--- config.mk ---
export PLATFORM = sky130hd
export DESIGN_NAME = fp_add_arb2_ctrl
export DESIGN_NICKNAME = d
export VERILOG_FILES = /design/src/rtl/fp_add_arb_pkg.sv /design/src/rtl/fp_add_arb_rspbuf.sv /design/src/rtl/fp_add_arb2_ctrl.sv
export SDC_FILE = /design/constraint.sdc
export NUM_CORES = 1
export LEC_CHECK = 0
export ABC_AREA = 1
export CAP_MARGIN = 15
export CORE_AREA = 2 2 119 121
export DETAILED_ROUTE_END_ITERATION = 10
export DIE_AREA = 0 0 121 123
export PLACE_DENSITY = 0.65
export SLEW_MARGIN = 20
export SYNTH_ARGS = -nofsm -noshare
export SYNTH_HDL_FRONTEND = slang
export SYNTH_SLANG_ARGS = --single-unit
--- constraint.sdc ---
create_clock -name aclk -period 3.06 [get_ports aclk]
set_clock_uncertainty 0.2 [all_clocks]
set_input_delay 0.459 -clock aclk [delete_from_list [all_inputs] [get_ports aclk]]
set_output_delay 0.459 -clock aclk [all_outputs]
set_load 0.005 [all_outputs]
--- src/rtl/fp_add_arb_pkg.sv ---
// Shared types for the two-requester E8M23 adder front end.
// Tag pipe entries track which requester owns each in-flight add.
package fp_add_arb_pkg;

    localparam int LAT_DEF = 1;
    localparam int SIGN_W  = 1;
    localparam int EXP_W   = 8;
    localparam int MAN_W   = 23;
    localparam int FP_W    = SIGN_W + EXP_W + MAN_W;

    typedef logic [0:0] tag_t;

    typedef struct packed {
        logic valid;
        tag_t tag;
    } stage_t;

endpackage

--- src/rtl/fp_add_arb_rspbuf.sv ---
// One-entry valid/ready result holder per requester.
// Accepts a fill in the same cycle its current entry is popped.
module fp_add_arb_rspbuf
    import fp_add_arb_pkg::*;
(
    input  logic            aclk,
    input  logic            aresetn,
    input  logic            in_valid,
    output logic            in_ready,
    input  logic [FP_W-1:0] in_data,
    output logic            out_valid,
    input  logic            out_ready,
    output logic [FP_W-1:0] out_data
);

    logic fill;

    assign in_ready = !out_valid || out_ready;
    assign fill     = in_valid && in_ready;

    always_ff @(posedge aclk) begin
        if (!aresetn) begin
            out_valid <= 1'b0;
            out_data  <= '0;
        end else begin
            if (fill) begin
                out_valid <= 1'b1;
                out_data  <= in_data;
            end else if (out_ready) begin
                out_valid <= 1'b0;
            end
        end
    end

endmodule

--- src/rtl/fp_add_arb2_ctrl.sv ---
// Round-robin sharing of one pipelined E8M23 adder by two requesters.
// A tag pipe mirrors the adder stages and steers each result home.
module fp_add_arb2_ctrl
    import fp_add_arb_pkg::*;
#(
    parameter int LAT = LAT_DEF
)
(
    input  logic             aclk,
    input  logic             aresetn,
    input  logic             req0_valid,
    output logic             req0_ready,
    input  logic [FP_W-1:0]  req0_a,
    input  logic [FP_W-1:0]  req0_b,
    input  logic [2:0]       req0_rm,
    input  logic             req1_valid,
    output logic             req1_ready,
    input  logic [FP_W-1:0]  req1_a,
    input  logic [FP_W-1:0]  req1_b,
    input  logic [2:0]       req1_rm,
    output logic             rsp0_valid,
    input  logic             rsp0_ready,
    output logic [FP_W-1:0]  rsp0_x,
    output logic             rsp1_valid,
    input  logic             rsp1_ready,
    output logic [FP_W-1:0]  rsp1_x,
    output logic             fpu_a_sign,
    output logic [EXP_W-1:0] fpu_a_exp,
    output logic [MAN_W-1:0] fpu_a_man,
    output logic             fpu_b_sign,
    output logic [EXP_W-1:0] fpu_b_exp,
    output logic [MAN_W-1:0] fpu_b_man,
    output logic [2:0]       fpu_rm,
    input  logic [FP_W-1:0]  fpu_x,
    output logic             fpu_stall,
    output logic             busy
);

    stage_t          stg [LAT];
    stage_t          head;
    logic [LAT-1:0]  stg_v;
    logic            ptr;
    logic            grant0;
    logic            grant1;
    logic            issue;
    logic [1:0]      buf_in_valid;
    logic [1:0]      buf_in_ready;
    logic [FP_W-1:0] op_a;
    logic [FP_W-1:0] op_b;

    // ptr=0 favours req0 when both ask
    assign grant0 = req0_valid && (!req1_valid || !ptr);
    assign grant1 = req1_valid && (!req0_valid || ptr);

    assign req0_ready = grant0 && !fpu_stall;
    assign req1_ready = grant1 && !fpu_stall;
    assign issue      = (req0_valid && req0_ready) ||
                        (req1_valid && req1_ready);

    assign head      = stg[LAT-1];
    assign fpu_stall = head.valid && !buf_in_ready[head.tag];

    assign buf_in_valid[0] = head.valid && (head.tag == 1'b0);
    assign buf_in_valid[1] = head.valid && (head.tag == 1'b1);

    always_comb begin
        op_a   = '0;
        op_b   = '0;
        fpu_rm = '0;
        if (grant0) begin
            op_a   = req0_a;
            op_b   = req0_b;
            fpu_rm = req0_rm;
        end else if (grant1) begin
            op_a   = req1_a;
            op_b   = req1_b;
            fpu_rm = req1_rm;
        end
    end

    assign {fpu_a_sign, fpu_a_exp, fpu_a_man} = op_a;
    assign {fpu_b_sign, fpu_b_exp, fpu_b_man} = op_b;

    always_comb begin
        stg_v = '0;
        for (int i = 0; i < LAT; i++) stg_v[i] = stg[i].valid;
    end

    assign busy = (|stg_v) || rsp0_valid || rsp1_valid;

    always_ff @(posedge aclk) begin
        if (!aresetn) begin
            for (int i = 0; i < LAT; i++) stg[i] <= '0;
            ptr <= 1'b0;
        end else if (!fpu_stall) begin
            stg[0].valid <= issue;
            stg[0].tag   <= tag_t'(grant1);
            for (int i = 1; i < LAT; i++) stg[i] <= stg[i-1];
            if (issue) ptr <= grant0;
        end
    end

    fp_add_arb_rspbuf u_rspbuf0 (
        .aclk      (aclk),
        .aresetn   (aresetn),
        .in_valid  (buf_in_valid[0]),
        .in_ready  (buf_in_ready[0]),
        .in_data   (fpu_x),
        .out_valid (rsp0_valid),
        .out_ready (rsp0_ready),
        .out_data  (rsp0_x)
    );

    fp_add_arb_rspbuf u_rspbuf1 (
        .aclk      (aclk),
        .aresetn   (aresetn),
        .in_valid  (buf_in_valid[1]),
        .in_ready  (buf_in_ready[1]),
        .in_data   (fpu_x),
        .out_valid (rsp1_valid),
        .out_ready (rsp1_ready),
        .out_data  (rsp1_x)
    );

endmodule

Word level (Yosys, flattened, before mapping)
Memories as Yosys holds them, arrays and structs flattened.
Index checks and enable logic that the tools add are counted.
{"block": "word_totals", "out_inout_bits": 137, "elab_cells": 56, "n_memories": 1, "ff_bits": 67, "inputBits": 172, "mem_bits_rw": 2}
{"block": "op_classes", "reduce_logical": 29, "n_bitwise": 2, "muxes": 18, "magnitude_cmp": 1}
{"memory": "stg", "words": 1, "word_bits": 2, "rd": 1, "rd_clocked_by_memory_dff": 0, "wr": 2, "line_no": "fp_add_arb2_ctrl.sv:39", "rtl": "stage_t stg [LAT];"}
{"cell": "32-bit 2-to-1 mux", "count": 4}
{"cell": "1-bit logical AND", "count": 11}
{"cell": "1-bit 2-to-1 mux", "count": 10}
{"cell": "1-bit logical NOT", "count": 7}
{"cell": "1-bit logical OR", "count": 7}
{"cell": "3-bit 2-to-1 mux", "count": 2}
{"cell": "2-bit 2-to-1 mux", "count": 2}
{"cell": "2-bit nonzero test", "count": 2}
{"cell": "1-bit by 2-bit < comparator with 1-bit output (second input constant)", "count": 1}
{"cell": "1-bit inverter", "count": 2}
{"cell": "2-bit AND reduction", "count": 1}
{"cell": "2-bit OR reduction", "count": 1}

Logic depth before layout (Yosys ltp)
{"block": "logic_depth", "depth_word": 11, "ltp_mapped": 8, "depth_no_buf": 7}

Modules after synthesis
A second synthesis with hierarchy kept.
{"block": "unflattened", "cells_unflattened": 539, "area_unflattened_um2": 3842.4}
{"mod": "fp_add_arb_rspbuf", "instances": 2, "cells_each": 215, "area_each_um2": 1486.4, "seq_area_each_um2": 660.6}
{"mod": "fp_add_arb2_ctrl", "instances": 1, "cells_each": 109, "area_each_um2": 869.6, "seq_area_each_um2": 80.1}

Worst setup path after synthesis
OpenSTA, ideal clock, no wires.
{"block": "synth_path", "path_kind": "input port to output port", "startpoint": "input port req0_valid", "endpoint": "output port fpu_b_exp[0]", "arrival_time_ns": 1.124, "stages": 6, "path_buffers": 2, "required_time_ns": 2.401, "slack_ns": 1.277, "path_cell_list": "inv_1 nand2_1 nand2_1 buf_4 buf_6 a22o_1"}
{"block": "synth_between", "elab_chain_len": 5, "elab_cells_between_ends": 6, "cone_classes": "2 x mux; 4 x reduce/logical"}
{"item": "from (decl)", "line_no": "fp_add_arb2_ctrl.sv:11", "rtl": "input logic req0_valid,"}
{"item": "1-bit logical NOT", "line_no": "fp_add_arb2_ctrl.sv:53", "rtl": "assign grant1 = req1_valid && (!req0_valid || ptr);"}
{"item": "1-bit logical OR", "line_no": "fp_add_arb2_ctrl.sv:53"}
{"item": "1-bit logical AND", "line_no": "fp_add_arb2_ctrl.sv:53"}
{"item": "32-bit 2-to-1 mux", "line_no": "fp_add_arb2_ctrl.sv:74", "rtl": "end else if (grant1) begin"}
{"item": "32-bit 2-to-1 mux (*)", "line_no": "fp_add_arb2_ctrl.sv:70", "rtl": "if (grant0) begin"}
{"item": "to (decl)", "line_no": "fp_add_arb2_ctrl.sv:31", "rtl": "output logic [EXP_W-1:0] fpu_b_exp,"}
Mark *: on every way between the ends. The rest lies on a longest branch, timed or not.

Worst setup path in the final report
{"block": "layout_path", "startpoint": "input port req1_valid", "endpoint": "output port fpu_a_exp[2]"}
{"block": "layout_between", "elab_chain_len": 4, "elab_cells_between_ends": 6, "cone_classes": "2 x mux; 4 x reduce/logical"}
{"item": "from (decl)", "line_no": "fp_add_arb2_ctrl.sv:16", "rtl": "input logic req1_valid,"}
{"item": "1-bit logical NOT", "line_no": "fp_add_arb2_ctrl.sv:52", "rtl": "assign grant0 = req0_valid && (!req1_valid || !ptr);"}
{"item": "1-bit logical OR", "line_no": "fp_add_arb2_ctrl.sv:52"}
{"item": "1-bit logical AND", "line_no": "fp_add_arb2_ctrl.sv:52"}
{"item": "32-bit 2-to-1 mux (*)", "line_no": "fp_add_arb2_ctrl.sv:70"}
{"item": "to (decl)", "line_no": "fp_add_arb2_ctrl.sv:28", "rtl": "output logic [EXP_W-1:0] fpu_a_exp,"}
Marks and branches as above.

==> metrics.txt <==
status=complete, no violations; fin nets=861; DR vias/cell=4.52; leakage dissipation=2.68 nW; Die H=123 um; DIE WIDTH=121 um; vias=3952; final worst-path cycle share=92.8%; Clk pin slew, worst setup/hold paths=50 ps; R2R depth=5; IO Pins=309; max_slew headroom=51.5%; Area Growth Syn to Fin=113%; Hold WC Path Type=flip-flop to flip-flop; port bufs=308; clock root buffer=clkbuf_16; crit path to=fpu_a_exp[2]; Final HPWL DP=11500 um; 1st-iter DRT viols=139; #FFs+latches synth=69; gp weighted congestion=0.757; fin. max-slew vios=0; Mapped Cells=397; Rows=43; Syn. warnings=0; # setup viols final=0; drt first pass iters=6; core area=13600 sq um; Critical Path End Type=output pin; Initial Util=23.2%; H-tree depth=3; total grt overflow=0; design area=6720 sq um; largest net degree at the start of global routing=52; TritonCTS clock tree=done; clock buffer depth=2; post-layout min period=2840 ps; vias in the first global route=3747; crit path DAT=2180 ps; RR Endpoint=u_rspbuf1.out_data[20]; WL final=14500 um; placed cell area=6400 sq um; Data required, critical path=2400 ps; initial antenna violation count=0; # diodes=0; Post-CTS Hold Buffers=0; worst vdd ir=0.230 mV; Mapped Avg Cell Area=7.96 sq um; Setup Fix Bufs, Post-CTS=0; max_cap viols=0; TNS Setup=0 ps; footprint of the multi-input gates=1540 sq um; # DRC=0; gr usage total=17.8%; RSZ-0062 raised after global routing=false; HP Start=u_rspbuf0.out_data[4]; WL/cell=16.6 um; Final ANT Viol Nets=0; WHS Path Cells=2; worst-path maximum fanout=42; register area=1400 sq um; post-CTS sizing=0; synth unique cells=23; power per cell area=442 nW/um^2; first-pass GRT wire length=20500 um; fillers=1264; layout cells sized above 1=4.76%; actual slew at the worst max-slew pin=726 ps; CTS Sinks=69; synthesized area=3160 sq um; Hold Vio Cnt, Final=0; critical path startpoint=req1_valid; Num CTS Buffers=9; Crit Path Class=primary input to output pin; clock latency on the worst-skew pair=330 ps; post-synthesis sequential area ratio=44.3%; Critical R2R Launch=stg[0][0]; Max Clock Freq=352 MHz; Synthesized Nets=569; Setup crit start kind=primary input; die footprint=14900 sq um; reg-to-reg slack, setup=920 ps
## cell type report
type	instances	share of cell area (%)
timing repair buffer	314	47.5
inverter	11	0.615
sequential	69	20.9
tap	180	3.35
clock buffer	11	3.78
multi-input combinational	284	22.9
clock inverter	5	0.987
## where the power goes
group          switching [W]  leakage (nW)  total (W)  internal (W)
clock network       0.000404         0.153    0.00109      0.000689
registers          0.0000364         0.573    0.00101      0.000971
logic               0.000306          1.96   0.000869      0.000563
## per-stage QoR
step	total power (W)	util [%]	hold WS (ps)	setup slack, ps	instances
finish	0.00297	49.4	284	221	874
floorplan	0.00130	-	267	1280	397
global placement	0.00189	47.0	263	215	858
CTS	0.00301	49.4	289	223	874
detailed placement	0.00190	47.0	277	225	858
global route	0.00311	49.4	309	151	874
## kinds of logic after synthesis
logic type,synth area share (%)
buf+inv,7.28
simple gates,18.9
compound gates,29.5
flops,44.3
## layout by cell type, fill, tap and decap left out, types with 3 or more instances in the layout
| cell | count |
|---|---|
| a22o_1 | 67 |
| buf_12 | 5 |
| clkbuf_16 | 10 |
| clkdlybuf4s50_1 | 308 |
| dfxtp_1 | 67 |
| inv_1 | 7 |
| inv_2 | 4 |
| nand2_1 | 7 |
| nand3_1 | 3 |
| nor2_1 | 132 |
| nor2_4 | 3 |
| o21ai_0 | 52 |
| o21ai_1 | 13 |
## cells in the mapped netlist
cell type	number	share of area, %
nand2_1	8	0.95
buf_1	1	0.12
clkbuf_2	2	0.32
buf_4	7	1.7
inv_1	7	0.83
o21ai_1	13	2.1
o21ai_0	52	8.2
buf_6	2	0.71
nand2_4	1	0.36
inv_2	4	0.47
clkbuf_4	1	0.24
nand2_2	1	0.20
buf_2	14	2.2
nor2_2	1	0.20
a21oi_2	1	0.28
a21oi_1	2	0.32
edfxtp_1	2	1.9
nand3_1	3	0.47
dfxtp_1	67	42
a22o_1	67	19
nor2_4	3	1.1
nor2_1	132	16
clkbuf_1	6	0.71
## worst min-delay path by stage
stage | endpoint | slack, ps
detailed placement | u_rspbuf0.out_data[4] | 280
finish | u_rspbuf0.out_data[4] | 280
CTS | u_rspbuf0.out_data[4] | 290
global placement | u_rspbuf0.out_data[21] | 260
global route | u_rspbuf0.out_data[2] | 310
floorplan | ptr | 270
## state kept, by name, summed over array words and instances, names as in the netlist
signal and cells:
u_rspbuf1.out_data 32, u_rspbuf0.out_valid 1, u_rspbuf1.out_valid 1, u_rspbuf0.out_data 32, stg 2, ptr 1
## layer usage
layer | track usage (%) | share of wire [%] | vias up
li1 | - | - | 1952
met1 | 20.5 | 39 | 1803
met2 | 30.6 | 50 | 178
met3 | 6.96 | 9.8 | 19
met4 | 5.23 | 1.6 | 0
met5 | 0 | 0 | -
## critical path, cell delays in order
cell,delay [ps]
clkdlybuf4s50_1,570
nand2_1,90
nand2_2,130
buf_12,220
a22o_1,170
clkdlybuf4s50_1,520
No activity file was read; power rests on OpenSTA's default activity.
